`src/rtl/seq_logic_unit.sv`:
```
// Chunk-serial XOR/OR/AND/ANDN unit: WIDTH-bit operands, CHUNK bits per cycle, LSB chunk first.
// Optional SEQ_LOGIC_PARITY_EN adds a Parity output accumulated per chunk.
module seq_logic_unit #(
  parameter int unsigned WIDTH = 32,
  parameter int unsigned CHUNK = 8
) (
  input  logic             clk,
  input  logic             rst_n,
  input  logic             in_valid,
  output logic             in_ready,
  input  logic [WIDTH-1:0] A,
  input  logic [WIDTH-1:0] B,
  input  logic [1:0]       op,
  output logic             out_valid,
  input  logic             out_ready,
  output logic [WIDTH-1:0] Result,
  output logic             Zero
`ifdef SEQ_LOGIC_PARITY_EN
  ,
  output logic             Parity
`endif
);

  localparam int unsigned N  = WIDTH / CHUNK;
  localparam int unsigned CW = (N > 1) ? $clog2(N) : 1;

  typedef enum logic [1:0] {
    IDLE = 2'd0,
    BUSY = 2'd1,
    DONE = 2'd2
  } state_t;

  state_t           state_q;
  logic [CW-1:0]    cnt_q;
  logic [WIDTH-1:0] a_q;
  logic [WIDTH-1:0] b_q;
  logic [1:0]       op_q;
  logic [WIDTH-1:0] result_q;
  logic [WIDTH-1:0] result_d;
  logic [CHUNK-1:0] a_chunk_c;
  logic [CHUNK-1:0] b_chunk_c;
  logic [CHUNK-1:0] res_chunk_c;
  int unsigned      shamt_c;

  // Select the current chunk of the latched operands and merge its result in.
  always_comb begin
    shamt_c   = 32'(cnt_q) * CHUNK;
    a_chunk_c = CHUNK'(a_q >> shamt_c);
    b_chunk_c = CHUNK'(b_q >> shamt_c);
    case (op_q)
      2'b00:   res_chunk_c = a_chunk_c ^ b_chunk_c;
      2'b01:   res_chunk_c = a_chunk_c | b_chunk_c;
      2'b10:   res_chunk_c = a_chunk_c & b_chunk_c;
      default: res_chunk_c = a_chunk_c & ~b_chunk_c;
    endcase
    // Result is cleared on acceptance, so OR-ing each chunk in is exact.
    result_d = result_q | (WIDTH'(res_chunk_c) << shamt_c);
  end

`ifdef SEQ_LOGIC_PARITY_EN
  logic parity_q;
  assign Parity = parity_q;
`endif

  always_ff @(posedge clk) begin
    if (!rst_n) begin
      state_q  <= IDLE;
      cnt_q    <= '0;
      a_q      <= '0;
      b_q      <= '0;
      op_q     <= '0;
      result_q <= '0;
`ifdef SEQ_LOGIC_PARITY_EN
      parity_q <= 1'b0;
`endif
    end else begin
      case (state_q)
        IDLE: begin
          if (in_valid) begin
            a_q      <= A;
            b_q      <= B;
            op_q     <= op;
            result_q <= '0;
            cnt_q    <= '0;
`ifdef SEQ_LOGIC_PARITY_EN
            parity_q <= 1'b0;
`endif
            state_q  <= BUSY;
          end
        end
        BUSY: begin
          result_q <= result_d;
`ifdef SEQ_LOGIC_PARITY_EN
          parity_q <= parity_q ^ (^res_chunk_c);
`endif
          if (cnt_q == CW'(N - 1)) begin
            state_q <= DONE;
          end else begin
            cnt_q <= cnt_q + CW'(1);
          end
        end
        DONE: begin
          if (out_ready) state_q <= IDLE;
        end
        default: state_q <= IDLE;
      endcase
    end
  end

  assign in_ready  = (state_q == IDLE);
  assign out_valid = (state_q == DONE);
  assign Result    = result_q;
  assign Zero      = (result_q == '0);

endmodule

```
`config.mk`:
```
export PLATFORM = sky130hd
export DESIGN_NAME = seq_logic_unit
export DESIGN_NICKNAME = d
export VERILOG_FILES = /design/src/rtl/seq_logic_unit.sv
export SDC_FILE = /design/constraint.sdc
export NUM_CORES = 1
export LEC_CHECK = 0
export CORE_ASPECT_RATIO = 1.25
export CORE_MARGIN = 2
export CORE_UTILIZATION = 35
export DETAILED_ROUTE_END_ITERATION = 8
export PLACE_DENSITY = 0.57
export SYNTH_ARGS = -nofsm -noshare
export SYNTH_HDL_FRONTEND = slang
export SYNTH_SLANG_ARGS = --single-unit
```
`constraint.sdc`:
```
create_clock -name clk -period 2.6 [get_ports clk]
set_input_delay 0.39 -clock clk [delete_from_list [all_inputs] [get_ports clk]]
set_output_delay 0.39 -clock clk [all_outputs]
set_load 0.02 [all_outputs]
```
# ---- Word-level counts from Yosys, hierarchy flattened
# Index checks and enable logic that the tools add are counted.
dict set report totals {
  regBits 102
  latch_bits 0
  ram_bits 0
  romBits 0
  output_inout_bits 35
  word_cells 43
  n_memories 0
}
dict set report classes {
  n_addsub 1
  multipliers 0
  div_mod_pow 0
  n_lt_le_gt_ge 0
  n_eq_ne 9
  n_shift 3
  n_mux 10
  bitwise_logic 6
  n_reduce_logical 8
}
# op count
set op_table {}
lappend op_table {{$pmux W32 S2} 1}
lappend op_table {{$shr A32 B5 Y8} 2}
lappend op_table {{$logic_not A32 Y1} 1}
lappend op_table {{$mux W32} 1}
lappend op_table {{$or A32 B32 Y32} 1}
lappend op_table {{$shl A8 B5 Y32} 1}
lappend op_table {{$pmux W8 S3} 1}
lappend op_table {{$and A8 B8 Y8} 2}
lappend op_table {{$mux W2} 5}
lappend op_table {{$not A8 Y8} 1}
lappend op_table {{$or A8 B8 Y8} 1}
lappend op_table {{$xor A8 B8 Y8} 1}
lappend op_table {{$eq A2 B2 Y1 const B} 3}
lappend op_table {{$ne A2 B2 Y1 const B} 3}
lappend op_table {{$pmux W2 S3} 1}
lappend op_table {{$reduce_and A3 Y1} 2}
lappend op_table {{$eq A2 B1 Y1 const B} 2}
lappend op_table {{$logic_not A2 Y1} 2}
lappend op_table {{$pmux W2 S2} 1}
lappend op_table {{$reduce_and A2 Y1} 2}
lappend op_table {{$add A2 B1 Y2 const B} 1}
lappend op_table {{$ne A2 B1 Y1 const B} 1}
lappend op_table {{$reduce_bool A2 Y1} 1}

# ---- Logic depth before layout (Yosys ltp)
dict set report logic_depth {
  word_depth 7
  ltp_mapped 9
}

# ---- Worst setup path after synthesis
# No wires, ideal clock.
dict set report synth_path {
  path_type {register to register}
  start {register cnt_q[0]}
  end {register result_q[31] (netlist: Result[31])}
  setup_time_ns 0.133
  arrival_time_ns 1.857
  slack_ns 0.609
  stages_incl_launch_ff 10
  n_path_buf 2
  path_cell_list {dfxtp_1 > buf_6 > buf_6 > mux4_2 > inv_1 > ha_1 > inv_1 > mux2i_1 > a22oi_1 > o22ai_1}
}
dict set report synth_via {
  elab_chain_len 7
  elab_cells_between_ends 11
  classes_between {shift (3); mux (2); bitwise (6)}
}
# element line_no
set synth_rtl {}
lappend synth_rtl {{start: declaration} 34} ;# logic [CW-1:0] cnt_q;
lappend synth_rtl {{start signal: assignment} 99} ;# cnt_q <= cnt_q + CW'(1);
lappend synth_rtl {{$shr A32 B5 Y8} 49} ;# b_chunk_c = CHUNK'(b_q >> shamt_c);
lappend synth_rtl {{$not A8 Y8} 54} ;# default: res_chunk_c = a_chunk_c & ~b_chunk_c;
lappend synth_rtl {{$and A8 B8 Y8} 54}
lappend synth_rtl {{$pmux W8 S3} 50} ;# case (op_q)
lappend synth_rtl {{$shl A8 B5 Y32 (*)} 57} ;# result_d = result_q | (WIDTH'(res_chunk_c) << shamt_c);
lappend synth_rtl {{$or A32 B32 Y32 (*)} 57}
lappend synth_rtl {{$pmux W32 S2 (*)} 77} ;# case (state_q)
lappend synth_rtl {{end signal: assignment} 92} ;# result_q <= result_d;
lappend synth_rtl {{end: declaration} 38} ;# logic [WIDTH-1:0] result_q;
# Mark *: on every way between the ends. The rest lies on a longest branch, timed or not.
# A chain may end at the register's enable or synchronous reset.

# ---- Worst setup path after layout
dict set report layout_path {
  start {register result_q[23] (netlist: Result[23])}
  end {output port Zero}
}
dict set report layout_via {
  elab_chain_len 1
}
# element line_no
set layout_rtl {}
lappend layout_rtl {{$logic_not A32 Y1} 113} ;# assign Zero = (result_q == '0);
lappend layout_rtl {{end: declaration} 17} ;# output logic Zero
# Every way passes these cells.

==> implementation parameters <==
Parameter                              Value

Critical path
  Ordered list of cells on the worst path    nor4_1 > nand4_1 > nor2_1 > clkdlybuf4s50_1
  R2R Setup Slk    360 ps
  Crit path max-delay family    simple AND/OR/NAND/NOR gates
  Largest stage delay on the critical path    610 ps
  Kind of start point of the critical path    register
  Critical path class    register to output port
  Worst-path cell with the longest stage delay    clkdlybuf4s50_1
  WP data arrival    2030 ps
  Setup crit end kind    output port
  Data required, critical path    2210 ps
  Total buffers and inverters traversed by the critical path    1
  Highest net fanout along the worst path    3

STA
  Maximum clock frequency    413.8 MHz
  Worst-case headroom to the max-slew limit    0.5101
  Count of endpoints failing setup in the final report    0
  Total Neg Setup Slack    0 ps
  Tcrit/Tclk final    0.9296
  Final hold violation count    0
  Pin slew with the least headroom to its limit    732.2 ps
  Final count of pins violating max slew    0
  Min cycle time layout    2417 ps
  Post-Route Skew    6.901 ps
  RSZ-0062 raised after global routing    no

CTS
  Clk_lat worst skew    340 ps
  Number of buffers created by CTS    9
  Root Buffer Master    clkbuf_16
  # H-tree levels    3
  Number of clock sinks    102
  Count of cells resized by post-cts repair    0
  Number of setup buffers added after CTS    0
  TritonCTS clock tree    yes
  Maximum number of buffers from clock root to sink    2
  Clock Pin Slew Worst Setup and Hold Paths    70 ps
  Number of buffers added to fix hold violations after cts    0

Floorplan
  Starting utilization of the core area    0.3548
  Row count    46
  Die Ht    130.4 um
  Die area    13,700 um^2
  Top-Level Pins    105
  Total core area    12,600 um^2
  Die Wd    105.1 um

Synthesis
  Number of register bits inferred by synthesis    102
  Fraction of the yosys area taken by sequential cells    0.4566
  Async S/R FF share, synth    0
  Mean cell area of the mapped netlist    8.633 um^2
  Number of instances in the synthesized netlist    518
  Top FF cell, synth    dfxtp_1
  Number of nets produced by synthesis    597
  Number of enable-type register cells in the synthesized netlist    0
  Synth warnings    0
  Number of different library cells in the post-synthesis netlist    27
  Cell area after synthesis    4472 um^2

Power and ir drop
  VDD IR max    285.3 uV
  Switching fraction of total power    0.2621
  Combinational share of power    0.161
  Power density relative to cell area    588.7 nW/um^2
  Leakage power summed over all cells    0.002109 uW
  Share of power burned in the clock network    0.358
  Internal power summed over all cells    2584 uW
  Share of power burned in registers    0.481
  NetSw    917.8 uW

Layout
  Final core utilization    0.4720
  Most common cell after layout, fill and taps aside    nand2_1
  Diodes inserted    0
  Area added between synthesis and finish    33.04%
  Number of nets in the finished design    681
  Count of non-filler cells in the finished layout    775
  Commonest non-fill, non-tap cells in the layout    nand2_1 (141), clkdlybuf4s50_1 (104), dfxtp_1 (102), a21oi_1 (74), a22oi_1 (33)
  Fraction of layout instances using a drive strength above 1    0.07743

Drt
  Number of DRC markers in iteration 0    204
  Number of nets with antenna violations after detailed routing    0
  Detailed-routing iteration count for the pre-antenna-repair pass    4
  Drt total wl    12.39 mm
  Vias after detailed routing    3,977
  DRC    0
  Via density    5.132
  Routed wire per std cell    15.99 um

Global route
  Aggregate global routing overflow    0
  Pin count of the biggest net entering global routing    71
  Via count of the first global-routing pass    4,004
  Overall track demand over capacity in global routing    0.1829
  First-pass GRT wire length    19.77 mm
  Antenna violations before repair    0

Place
  IO buf count    104
  Post-Place Cells    759
  Half-perimeter wire length after placement    9.081 mm
  Last weighted congestion value of the routability-driven placer    0.8083

Job
  Number of maximum-capacitance violations    0

Min path
  Worst min-delay path category    register to register

Status
  Run status    complete, no violations
routing by layer:
| layer | vias to the layer above | share of wire | wire, um | track usage |
|---|---|---|---|---|
| met2 | 99 | 0.52 | 6452 | 0.3331 |
| met5 | - | 0 | 0 | 0 |
| met1 | 1884 | 0.42 | 5163 | 0.2164 |
| met3 | 15 | 0.047 | 585 | 0.03373 |
| met4 | 0 | 0.015 | 187 | 0.06588 |
| li1 | 1979 | - | - | - |
Yosys cell counts, types with 2 or more instances:
library cell,instances,share of area
nand2_1,142,0.12
dfxtp_1,102,0.46
a21oi_1,74,0.083
a22oi_1,33,0.055
o22ai_1,32,0.045
clkbuf_1,24,0.020
inv_1,20,0.017
mux4_2,16,0.081
nor2_1,14,0.012
buf_2,12,0.013
ha_1,9,0.025
nor4_1,8,0.011
xor2_1,8,0.016
or3_1,4,0.0056
buf_6,3,0.0076
mux2i_1,3,0.0067
nand2b_1,2,0.0028
nand4_1,2,0.0028
nor3_2,2,0.0045
final cells by class:
class | instances | area, um^2
clock buffer | 11 | 242.7
clock inverter | 5 | 32.53
fill | 1251 | 6655
inverter | 20 | 75.07
multi-input combinational | 356 | 2176
sequential | 102 | 2042
tap | 168 | 210.2
timing repair buffer | 113 | 1171
flip-flops by register name, summed over array words and instances (netlist names):
signal and cells:
Result 32, b_q 32, cnt_q 2, a_q 32
op_q 2, state_q 2
worst paths after layout:
check	depth (start not counted)	end	startpoint
max reg2reg	8	Result[26]	cnt_q[0]
min	2	a_q[14]	a_q[14]
max	4	Zero	Result[23]
min reg2reg	2	a_q[14]	a_q[14]
worst register-to-register path: stages, from the launching register on:
cell	delay (ps)
dfxtp_1	330
buf_4	270
mux4_2	600
inv_1	80
ha_1	120
nor2_1	40
a21oi_1	420
a22oi_1	140
o22ai_1	180
cells by family after synthesis:
family / share of synthesized area
and+or+nand+nor: 0.1735
AOI/OAI and AO/OA: 0.1830
DFF: 0.4566
buffers and inverters: 0.05876
muxes: 0.08730
adders and majority gates: 0.02518
xor gates and xnor gates: 0.01567
power by group through the flow:
| stage | logic, uW | registers [uW] | clock network (uW) |
|---|---|---|---|
| 2_1_floorplan | 330 | 1710 | 0 |
| 3_3_place_gp | 558 | 1720 | 0 |
| 3_5_place_dp | 568 | 1720 | 0 |
| 4_1_cts | 570 | 1690 | 1280 |
| 5_1_grt | 626 | 1690 | 1340 |
| 6_report | 564 | 1690 | 1250 |
through the flow:
| step | total power, uW | setup slack (ps) | hold slack [ps] | instance area, um^2 |
|---|---|---|---|---|
| after CTS | 3535 | 201.4 | 456.5 | 5949 |
| after detailed placement | 2290 | 398.9 | 447.1 | 5674 |
| after floorplan | 2039 | 609.3 | 433.1 | 4472 |
| after global routing | 3656 | 108.8 | 475.6 | 5949 |
| final | 3502 | 183.1 | 455.9 | 5949 |
| after global placement | 2278 | 427.7 | 440.7 | 5674 |
(Power assumes the default switching activity.)
